`src/rtl/jtag_tap_pkg.sv`:
```
// Shared constants for the parametrised JTAG TAP: state encodings, opcode bases,
// IR capture pattern and the DR path selector type.
package jtag_tap_pkg;

  localparam logic [3:0] ST_EX2_DR = 4'h0;
  localparam logic [3:0] ST_EX1_DR = 4'h1;
  localparam logic [3:0] ST_SH_DR  = 4'h2;
  localparam logic [3:0] ST_PAU_DR = 4'h3;
  localparam logic [3:0] ST_SEL_IR = 4'h4;
  localparam logic [3:0] ST_UPD_DR = 4'h5;
  localparam logic [3:0] ST_CAP_DR = 4'h6;
  localparam logic [3:0] ST_SEL_DR = 4'h7;
  localparam logic [3:0] ST_EX2_IR = 4'h8;
  localparam logic [3:0] ST_EX1_IR = 4'h9;
  localparam logic [3:0] ST_SH_IR  = 4'hA;
  localparam logic [3:0] ST_PAU_IR = 4'hB;
  localparam logic [3:0] ST_RTI    = 4'hC;
  localparam logic [3:0] ST_UPD_IR = 4'hD;
  localparam logic [3:0] ST_CAP_IR = 4'hE;
  localparam logic [3:0] ST_TLR    = 4'hF;

  typedef enum logic [3:0] {
    S_EX2_DR = ST_EX2_DR,
    S_EX1_DR = ST_EX1_DR,
    S_SH_DR  = ST_SH_DR,
    S_PAU_DR = ST_PAU_DR,
    S_SEL_IR = ST_SEL_IR,
    S_UPD_DR = ST_UPD_DR,
    S_CAP_DR = ST_CAP_DR,
    S_SEL_DR = ST_SEL_DR,
    S_EX2_IR = ST_EX2_IR,
    S_EX1_IR = ST_EX1_IR,
    S_SH_IR  = ST_SH_IR,
    S_PAU_IR = ST_PAU_IR,
    S_RTI    = ST_RTI,
    S_UPD_IR = ST_UPD_IR,
    S_CAP_IR = ST_CAP_IR,
    S_TLR    = ST_TLR
  } tap_state_t;

  localparam int unsigned OP_IDCODE    = 1;
  localparam int unsigned OP_USER_BASE = 2;
  localparam logic [1:0]  IR_CAPTURE   = 2'b01;

  typedef enum logic [1:0] {
    DR_BYPASS,
    DR_IDCODE,
    DR_USER,
    DR_USERCODE
  } dr_sel_t;

  // BYPASS is all ones for whatever IR width the core is built with.
  function automatic int unsigned op_bypass(int unsigned ir_width);
    return (1 << ir_width) - 1;
  endfunction

  function automatic int unsigned op_usercode(int unsigned ir_width);
    return (1 << ir_width) - 2;
  endfunction

endpackage

```
`src/rtl/jtag_tap_if.sv`:
```
// Serial JTAG pins between a test controller (master) and the TAP (slave).
interface jtag_tap_if;
  logic TMS;
  logic TDI;
  logic TDO;
  logic TDO_EN;

  modport master (output TMS, output TDI, input TDO, input TDO_EN);
  modport slave  (input TMS, input TDI, output TDO, output TDO_EN);
endinterface

```
`src/rtl/jtag_tap_fsm.sv`:
```
// 16-state IEEE 1149.1 TAP controller; exposes the current and next state so the
// datapath can act on the edge that enters TEST_LOGIC_RESET.
module jtag_tap_fsm
  import jtag_tap_pkg::*;
(
  input  logic       TCK,
  input  logic       TRST_N,
  input  logic       TMS,
  output tap_state_t state,
  output tap_state_t state_next,
  output logic       tlr
);

  tap_state_t state_reg;
  tap_state_t next_c;

  always_ff @(posedge TCK or negedge TRST_N) begin
    if (!TRST_N) begin
      state_reg <= S_TLR;
    end else begin
      state_reg <= next_c;
    end
  end

  always_comb begin
    next_c = state_reg;
    case (state_reg)
      S_TLR:    next_c = TMS ? S_TLR    : S_RTI;
      S_RTI:    next_c = TMS ? S_SEL_DR : S_RTI;
      S_SEL_DR: next_c = TMS ? S_SEL_IR : S_CAP_DR;
      S_CAP_DR: next_c = TMS ? S_EX1_DR : S_SH_DR;
      S_SH_DR:  next_c = TMS ? S_EX1_DR : S_SH_DR;
      S_EX1_DR: next_c = TMS ? S_UPD_DR : S_PAU_DR;
      S_PAU_DR: next_c = TMS ? S_EX2_DR : S_PAU_DR;
      S_EX2_DR: next_c = TMS ? S_UPD_DR : S_SH_DR;
      S_UPD_DR: next_c = TMS ? S_SEL_DR : S_RTI;
      S_SEL_IR: next_c = TMS ? S_TLR    : S_CAP_IR;
      S_CAP_IR: next_c = TMS ? S_EX1_IR : S_SH_IR;
      S_SH_IR:  next_c = TMS ? S_EX1_IR : S_SH_IR;
      S_EX1_IR: next_c = TMS ? S_UPD_IR : S_PAU_IR;
      S_PAU_IR: next_c = TMS ? S_EX2_IR : S_PAU_IR;
      S_EX2_IR: next_c = TMS ? S_UPD_IR : S_SH_IR;
      S_UPD_IR: next_c = TMS ? S_SEL_DR : S_RTI;
      default:  next_c = S_TLR;
    endcase
  end

  assign state      = state_reg;
  assign state_next = next_c;
  assign tlr        = (state_reg == S_TLR);

endmodule

```
`src/rtl/jtag_tap_core.sv`:
```
// Parametrised JTAG TAP: IR, BYPASS/IDCODE/USERk data registers, update buses and
// a falling-edge TDO stage. Define TAP_USERCODE_EN to add the USERCODE register.
module jtag_tap_core
  import jtag_tap_pkg::*;
#(
  parameter int unsigned IR_WIDTH      = 4,
  parameter logic [31:0] IDCODE_VAL    = 32'h1000_0001,
  parameter int unsigned NUM_USER_DR   = 4,
  parameter int unsigned USER_DR_WIDTH = 16
`ifdef TAP_USERCODE_EN
  ,
  parameter logic [31:0] USERCODE_VAL  = 32'h0000_0000
`endif
) (
  input  logic                                   TCK,
  input  logic                                   TRST_N,
  jtag_tap_if.slave                              jtag,
  output logic [3:0]                             state,
  output logic [IR_WIDTH-1:0]                    ir_latched,
  input  logic [NUM_USER_DR*USER_DR_WIDTH-1:0]   dr_capture,
  output logic [NUM_USER_DR*USER_DR_WIDTH-1:0]   dr_update,
  output logic [NUM_USER_DR-1:0]                 dr_update_stb,
  output logic                                   tlr
);

  localparam int unsigned W = USER_DR_WIDTH;
  localparam logic [IR_WIDTH-1:0] IR_IDCODE = IR_WIDTH'(OP_IDCODE);
`ifdef TAP_USERCODE_EN
  localparam logic [IR_WIDTH-1:0] IR_USERCODE = IR_WIDTH'(op_usercode(IR_WIDTH));
`endif

  tap_state_t cur_state;
  tap_state_t nxt_state;

  logic [IR_WIDTH-1:0]    ir_sr_reg;
  logic [IR_WIDTH-1:0]    ir_latched_reg;
  logic                   bypass_reg;
  logic [31:0]            dr32_reg;
  logic [W-1:0]           user_sr_reg;
  logic                   tdo_reg;
  logic                   tdo_en_reg;

  logic [NUM_USER_DR-1:0] user_hit;
  dr_sel_t                dr_sel;
  logic [W-1:0]           user_cap;
  logic                   dr_bit0;
  logic                   tdo_next;
  logic                   shifting;

  jtag_tap_fsm u_fsm (
    .TCK        (TCK),
    .TRST_N     (TRST_N),
    .TMS        (jtag.TMS),
    .state      (cur_state),
    .state_next (nxt_state),
    .tlr        (tlr)
  );

  assign state      = cur_state;
  assign ir_latched = ir_latched_reg;

  // One-hot user channel decode; codes beyond the populated channels fall to BYPASS.
  for (genvar gi = 0; gi < NUM_USER_DR; gi++) begin : g_hit
    assign user_hit[gi] = (ir_latched_reg == IR_WIDTH'(OP_USER_BASE + gi));
  end

  always_comb begin
    dr_sel = DR_BYPASS;
    if (ir_latched_reg == IR_IDCODE) begin
      dr_sel = DR_IDCODE;
    end else if (|user_hit) begin
      dr_sel = DR_USER;
    end
`ifdef TAP_USERCODE_EN
    else if (ir_latched_reg == IR_USERCODE) begin
      dr_sel = DR_USERCODE;
    end
`endif
  end

  always_comb begin
    user_cap = '0;
    for (int k = 0; k < int'(NUM_USER_DR); k++) begin
      if (user_hit[k]) begin
        user_cap = dr_capture[k*W +: W];
      end
    end
  end

  // Instruction path: entering TLR forces IDCODE, otherwise only UPD_IR changes it.
  always_ff @(posedge TCK or negedge TRST_N) begin
    if (!TRST_N) begin
      ir_sr_reg      <= '0;
      ir_latched_reg <= IR_IDCODE;
    end else begin
      if (cur_state == S_CAP_IR) begin
        ir_sr_reg <= IR_WIDTH'(IR_CAPTURE);
      end else if (cur_state == S_SH_IR) begin
        ir_sr_reg <= IR_WIDTH'({jtag.TDI, ir_sr_reg} >> 1);
      end

      if (nxt_state == S_TLR) begin
        ir_latched_reg <= IR_IDCODE;
      end else if (cur_state == S_UPD_IR) begin
        ir_latched_reg <= ir_sr_reg;
      end
    end
  end

  // IDCODE and USERCODE never coexist in one scan, so they share the 32-bit register.
  always_ff @(posedge TCK or negedge TRST_N) begin
    if (!TRST_N) begin
      bypass_reg  <= 1'b0;
      dr32_reg    <= '0;
      user_sr_reg <= '0;
    end else if (cur_state == S_CAP_DR) begin
      case (dr_sel)
        DR_IDCODE: dr32_reg    <= IDCODE_VAL;
        DR_USER:   user_sr_reg <= user_cap;
`ifdef TAP_USERCODE_EN
        DR_USERCODE: dr32_reg  <= USERCODE_VAL;
`endif
        default:   bypass_reg  <= 1'b0;
      endcase
    end else if (cur_state == S_SH_DR) begin
      case (dr_sel)
        DR_IDCODE, DR_USERCODE: dr32_reg <= {jtag.TDI, dr32_reg[31:1]};
        DR_USER:   user_sr_reg <= W'({jtag.TDI, user_sr_reg} >> 1);
        default:   bypass_reg  <= jtag.TDI;
      endcase
    end
  end

  for (genvar gi = 0; gi < NUM_USER_DR; gi++) begin : g_user
    logic [W-1:0] upd_reg;
    logic         stb_reg;

    always_ff @(posedge TCK or negedge TRST_N) begin
      if (!TRST_N) begin
        upd_reg <= '0;
        stb_reg <= 1'b0;
      end else begin
        stb_reg <= 1'b0;
        if (cur_state == S_UPD_DR && user_hit[gi]) begin
          upd_reg <= user_sr_reg;
          stb_reg <= 1'b1;
        end
      end
    end

    assign dr_update[gi*W +: W] = upd_reg;
    assign dr_update_stb[gi]    = stb_reg;
  end

  always_comb begin
    dr_bit0 = bypass_reg;
    case (dr_sel)
      DR_IDCODE, DR_USERCODE: dr_bit0 = dr32_reg[0];
      DR_USER:                dr_bit0 = user_sr_reg[0];
      default:                ;
    endcase
  end

  always_comb begin
    shifting = (cur_state == S_SH_IR) || (cur_state == S_SH_DR);
    tdo_next = 1'b0;
    if (cur_state == S_SH_IR) begin
      tdo_next = ir_sr_reg[0];
    end else if (cur_state == S_SH_DR) begin
      tdo_next = dr_bit0;
    end
  end

  // Launching on the falling edge gives the far end half a TCK of setup margin.
  always_ff @(negedge TCK or negedge TRST_N) begin
    if (!TRST_N) begin
      tdo_reg    <= 1'b0;
      tdo_en_reg <= 1'b0;
    end else begin
      tdo_reg    <= tdo_next;
      tdo_en_reg <= shifting;
    end
  end

  assign jtag.TDO    = tdo_reg;
  assign jtag.TDO_EN = tdo_en_reg;

endmodule

```
`src/flat_wrapper.sv`:
```
// flat-port wrapper written by rule: the top's interface ports become plain ports
module jtag_tap_core_flat import jtag_tap_pkg::*;
#(
  parameter int unsigned IR_WIDTH      = 4,
  parameter logic [31:0] IDCODE_VAL    = 32'h1000_0001,
  parameter int unsigned NUM_USER_DR   = 4,
  parameter int unsigned USER_DR_WIDTH = 16

)
  (TCK, TRST_N, state, ir_latched, dr_capture, dr_update, dr_update_stb, tlr, jtag_TMS, jtag_TDI, jtag_TDO, jtag_TDO_EN);
  jtag_tap_if jtag_i ();
  input  logic TCK;
  input  logic TRST_N;
  output logic [3:0] state;
  output logic [IR_WIDTH-1:0] ir_latched;
  input  logic [NUM_USER_DR*USER_DR_WIDTH-1:0] dr_capture;
  output logic [NUM_USER_DR*USER_DR_WIDTH-1:0] dr_update;
  output logic [NUM_USER_DR-1:0] dr_update_stb;
  output logic tlr;
  input wire logic [$bits(jtag_i.TMS)-1:0] jtag_TMS;
  input wire logic [$bits(jtag_i.TDI)-1:0] jtag_TDI;
  output wire logic [$bits(jtag_i.TDO)-1:0] jtag_TDO;
  output wire logic [$bits(jtag_i.TDO_EN)-1:0] jtag_TDO_EN;
  assign jtag_i.TMS = jtag_TMS;
  assign jtag_i.TDI = jtag_TDI;
  assign jtag_TDO = jtag_i.TDO;
  assign jtag_TDO_EN = jtag_i.TDO_EN;
  jtag_tap_core #(.IR_WIDTH(IR_WIDTH), .IDCODE_VAL(IDCODE_VAL), .NUM_USER_DR(NUM_USER_DR), .USER_DR_WIDTH(USER_DR_WIDTH)) u_core (.TCK(TCK), .TRST_N(TRST_N), .jtag(jtag_i), .state(state), .ir_latched(ir_latched), .dr_capture(dr_capture), .dr_update(dr_update), .dr_update_stb(dr_update_stb), .tlr(tlr));
endmodule
```
`config.mk`:
```
export PLATFORM = sky130hd
export DESIGN_NAME = jtag_tap_core_flat
export DESIGN_NICKNAME = d
export VERILOG_FILES = /design/src/rtl/jtag_tap_pkg.sv /design/src/rtl/jtag_tap_if.sv /design/src/rtl/jtag_tap_fsm.sv /design/src/rtl/jtag_tap_core.sv /design/src/flat_wrapper.sv
export SDC_FILE = /design/constraint.sdc
export NUM_CORES = 1
export LEC_CHECK = 0
export BUFFER_PORTS_ARGS = -buffer_cell sky130_fd_sc_hd__buf_2
export CAP_MARGIN = 30
export CORE_MARGIN = 5
export CORE_UTILIZATION = 48
export DETAILED_ROUTE_END_ITERATION = 6
export GPL_TIMING_DRIVEN = 0
export HOLD_SLACK_MARGIN = 0.15
export PLACE_DENSITY_LB_ADDON = 0.15
export SYNTH_ARGS = -nofsm -noshare
export SYNTH_HDL_FRONTEND = slang
export SYNTH_HIERARCHICAL = 1
export SYNTH_SLANG_ARGS = --single-unit
```
`constraint.sdc`:
```
create_clock -name TCK -period 1.8 [get_ports TCK]
set_input_delay 0.36 -clock TCK [delete_from_list [all_inputs] [get_ports TCK]]
set_output_delay 0.36 -clock TCK [all_outputs]
set_load 0.02 [all_outputs]
```
Word level (Yosys, flattened, before mapping)
Cells that the tools add are included.
{ "totals": {"ff_bits": 131, "input_bits": 68, "out_inout_bits": 79, "elab_cells": 107} }
{ "op_classes": {"eq_ne": 29, "muxes": 42, "reduce_logical": 20} }
{ "ops": {"columns": ["operator", "count"], "rows": [
  ["two-way mux 16 bit", 8],
  ["two-way mux 32 bit", 4],
  ["one-hot mux 4 bit (12 select lines)", 1],
  ["== test 4 bit, second input constant", 9],
  ["== test 4 x 3 -> 1 bit, second input constant", 6],
  ["two-way mux 4 bit", 5],
  ["== test 4 x 2 -> 1 bit, second input constant", 4],
  ["two-way mux 2 bit", 8],
  ["two-way mux 3 bit", 4],
  ["two-way mux 1 bit", 11],
  ["AND reduction 3 bit", 3],
  ["== test 4 x 1 -> 1 bit, second input constant", 2],
  ["inequality test 2 bit, second input constant", 4],
  ["nonzero test 2 bit", 4],
  ["OR reduction 2 bit", 4],
  ["OR reduction 3 bit", 2],
  ["== test 2 bit, second input constant", 2],
  ["logical AND 1 bit", 4],
  ["zero test 4 bit", 1],
  ["OR reduction 4 bit", 1],
  ["== test 2 x 1 -> 1 bit, second input constant", 1],
  ["inequality test 2 x 1 -> 1 bit, second input constant", 1],
  ["one-hot mux 1 bit (2 select lines)", 1],
  ["logical OR 1 bit", 1]
]} }

Depth between registers and ports, before layout
{ "logic_depth": {"word_depth": 9, "mapped_depth": 7, "mapped_depth_nobuf": 5} }

Modules after synthesis
The synthesis kept the hierarchy.
{ "by_module_without_submodules": {"columns": ["module", "n_inst", "cells_per_inst", "area_each_um2", "seq_area_each_um2"], "rows": [
  ["jtag_tap_core", 1, 477, 5691.7, 3179.3],
  ["jtag_tap_fsm", 1, 21, 205.2, 105.1]
]} }

==> impl_metrics.ini <==
[logic_synthesis]
synthCells = 498
yosysWarningCount = 6
ys_ff_latch = 131
syn_nets = 566
synth_area_leaders = dfrtp_1 53%, mux2_2 11%, o21ai_0 4.8%
synth_top_area_share_pct = 52.6
synth_top_area_cell = dfrtp_1
avgSynthCellArea_um2 = 11.8
netlist_area_mm2 = 0.00590
synth-edff-count = 0
ys_seq_area_share_pct = 55.7
async_flop_share_pct = 100
synth_ff_type = dfrtp_1
ys_types = 50

[floorplanning]
core-area_mm2 = 0.0120
die_y_um = 121
dieArea_mm2 = 0.0146
num_io_pins = 147
num_rows = 40
start_util_pct = 49.1
die_width_um = 121

[global_route]
antenna_found_initial = 0
grt_pass1_vias = 4960
track_usage_pct = 22.9
met1_usage_pct = 28.4
busiest_layer = met2
grtUsageMet2_pct = 39.4
grt_max_degree = 89
gr-total-overflow = 0
grt_pass1_wl_um = 25700
grtUsageMet3_pct = 4.21

[timing]
fin_ws_ns = -0.488
report.final.hold_viol_count = 0
finalSetupViolCount = 109
rsz0062_at_grt = yes
max-slew-margin-rel_pct = 66.8
worst_slew_pin_slew_ns = 0.496
slew_violations = 0
finClkSkew_ns = 0.0217

[placement]
gp_congestion = 0.795
port-buffer-count = 146
dp_slack_ns = -0.553
post_dp_cell_area_mm2 = 0.00699
detailed_place_hpwl_um = 10500

[finish]
area_delta_synth_final_pct = 45.2
layout-drive-gt1-share_pct = 53.2
regArea_mm2 = 0.00329
multi_input_area_mm2 = 0.00271
largest_register_ffs = 64
final_area_mm2 = 0.00856
nets = 781
num-fill-cells = 843
antenna_cells = 0

[route]
vias_per_cell = 5.41
firstDrtPassIters = 4
wl_per_cell_um = 19.5
wl_um = 17100
drcViolationCount = 0
num_vias = 4724
final_antenna_net_count = 0
drtIter0Drc = 303

[run]
drv_cap = 0

[setup_path]
slowest_delay_ns = 0.54
cp_cell_sequence = nand3b_1 -> o21a_1 -> nor3_1 -> o311a_1
slowest_stage = dfrtp_2
cp-end-kind = register
crit_required_ns = 1.14
crit_arrival_ns = 1.62
crit_fanout = 11
critPathKind = register to register
startpoint_type = register

[cts]
cts_buffers = 17
clock_sinks = 131
clock_latency_ns = 0.41
root_buffer = clkbuf_16
cts_max_path_buffers = 2
cts.clk_slew.worst_paths_ns = 0.06
cts_tree = yes
h-tree-depth = 4

[power]
p_leak_uw = 0.00437
p_per_area_mw_per_mm2 = 1660
irDropWorstVdd_v = 0.00128
total_power_uw = 14200

[run_status]
violations = setup timing
status = complete, but fails checks

[min_path]
hold_class = input pin to register
path summary, 6_finish.rpt:
kind                            cells past startpoint                                      end                        startpoint  slack (ns)
worst min register to register                      2          u_core/dr32_reg[23]$_DFFE_PN0P_   u_core/dr32_reg[23]$_DFFE_PN0P_        0.48
worst max-delay path                                4                u_core/jtag.TDO$_DFF_NN0_  u_core/ir_latched[3]$_DFFE_PN0P_       -0.49
min in group asynchronous                           3  u_core/g_user[1].upd_reg[6]$_DFFE_PN0P_                            TRST_N        0.52
worst max register to register                      4                u_core/jtag.TDO$_DFF_NN0_  u_core/ir_latched[3]$_DFFE_PN0P_       -0.49
worst min-delay path                                3            u_core/bypass_reg$_DFFE_PN0P_                          jtag_TDI        0.30
max in group asynchronous                           3             u_core/jtag.TDO_EN$_DFF_NN0_                            TRST_N        0.23
metal layers:
layer | routed length [µm] | share of wire, %
met1 | 7020 | 41
met2 | 8930 | 52
met3 | 838 | 4.9
met4 | 267 | 1.6
met5 | 0 | 0
cells by family (layout without fill, tap and decap cells):
| group | Yosys count | count (layout) | share of synthesized area (%) |
|---|---|---|---|
| compound gates | 100 | 100 | 11.8 |
| xor+xnor | 1 | 1 | 0.149 |
| buf+inv | 43 | 271 | 4.01 |
| flops | 131 | 131 | 55.7 |
| mux | 81 | 81 | 15.5 |
| simple gates | 142 | 142 | 12.9 |
cell usage after synthesis, types with 2 or more instances:
cell type and n:
nand2b_1 32, a21oi_1 3, nor2_1 24, inv_1 6, dfrtp_1 124, buf_2 8
or3b_1 2, mux2i_1 19, dfrtn_1 2, nand3b_1 3, buf_4 9, o31ai_2 13
buf_6 4, dfstp_2 5, mux2_2 55, a221oi_1 15, mux2_4 7, clkbuf_1 14
o21a_1 2, o31ai_1 3, nor3_1 2, o21ai_0 56, nand2_1 63
stage by stage:
stage | std cells | util (%) | TNS, ns | hold WS, ns
2_1_floorplan | 498 | - | -3.83 | 0.0644
3_3_place_gp | 791 | 57.9 | -178.15 | 0.463
3_5_place_dp | 792 | 58.2 | -14.24 | 0.311
4_1_cts | 861 | 68.6 | -8.62 | 0.227
5_1_grt | 873 | 71.3 | -17.94 | 0.303
6_report | 873 | 71.3 | -11.61 | 0.297
final cells by class:
type                    count  area share (%)
plain buffers              34            4.15
clock buffers              20            5.22
clock inverters            12            2.09
inverters                   6           0.263
multi-input cells         324            31.6
flip-flops and latches    131            38.4
well taps                 147            2.15
repair buffers            199            16.1
cells in the final DEF, fill, tap and decap left out, types with 8 or more instances in the layout:
| cell type | instances |
|---|---|
| buf_2 | 141 |
| dfrtp_1 | 123 |
| nand2_1 | 53 |
| o21ai_0 | 46 |
| mux2_2 | 39 |
| nand2b_1 | 32 |
| buf_4 | 31 |
| buf_6 | 29 |
| nor2_1 | 23 |
| mux2_4 | 23 |
| clkbuf_16 | 21 |
| mux2i_1 | 18 |
| o31ai_2 | 13 |
| a221oi_2 | 13 |
| clkbuf_2 | 8 |
| o21ai_1 | 8 |
report_power, final:
part / total (µW) / switching (µW) / internal (µW) / leakage, µW
sequential: 4610 / 780 / 3830 / 0.00173
clock: 3660 / 1300 / 2360 / 0.000297
combinational: 5910 / 3170 / 2740 / 0.00234
timing repair:
item | CTS | global route
endpoints found under the setup margin | 96 | 117
buffers inserted | 33 | 14
pin swaps | 6 | 6
cloned | 3 | 3
hold buffers | 2 | 0
endpoints found under the hold margin | 43 | 0
resized for setup | 64 | 61
critical path: cells and delay by family, from the launching register on:
family	cells	cell delay [ns]
AO/OA/AOI/OAI	2	0.43
flip-flops	1	0.54
AND/OR/NAND/NOR	2	0.24
Note: power is estimated with default switching activity, not from simulation.
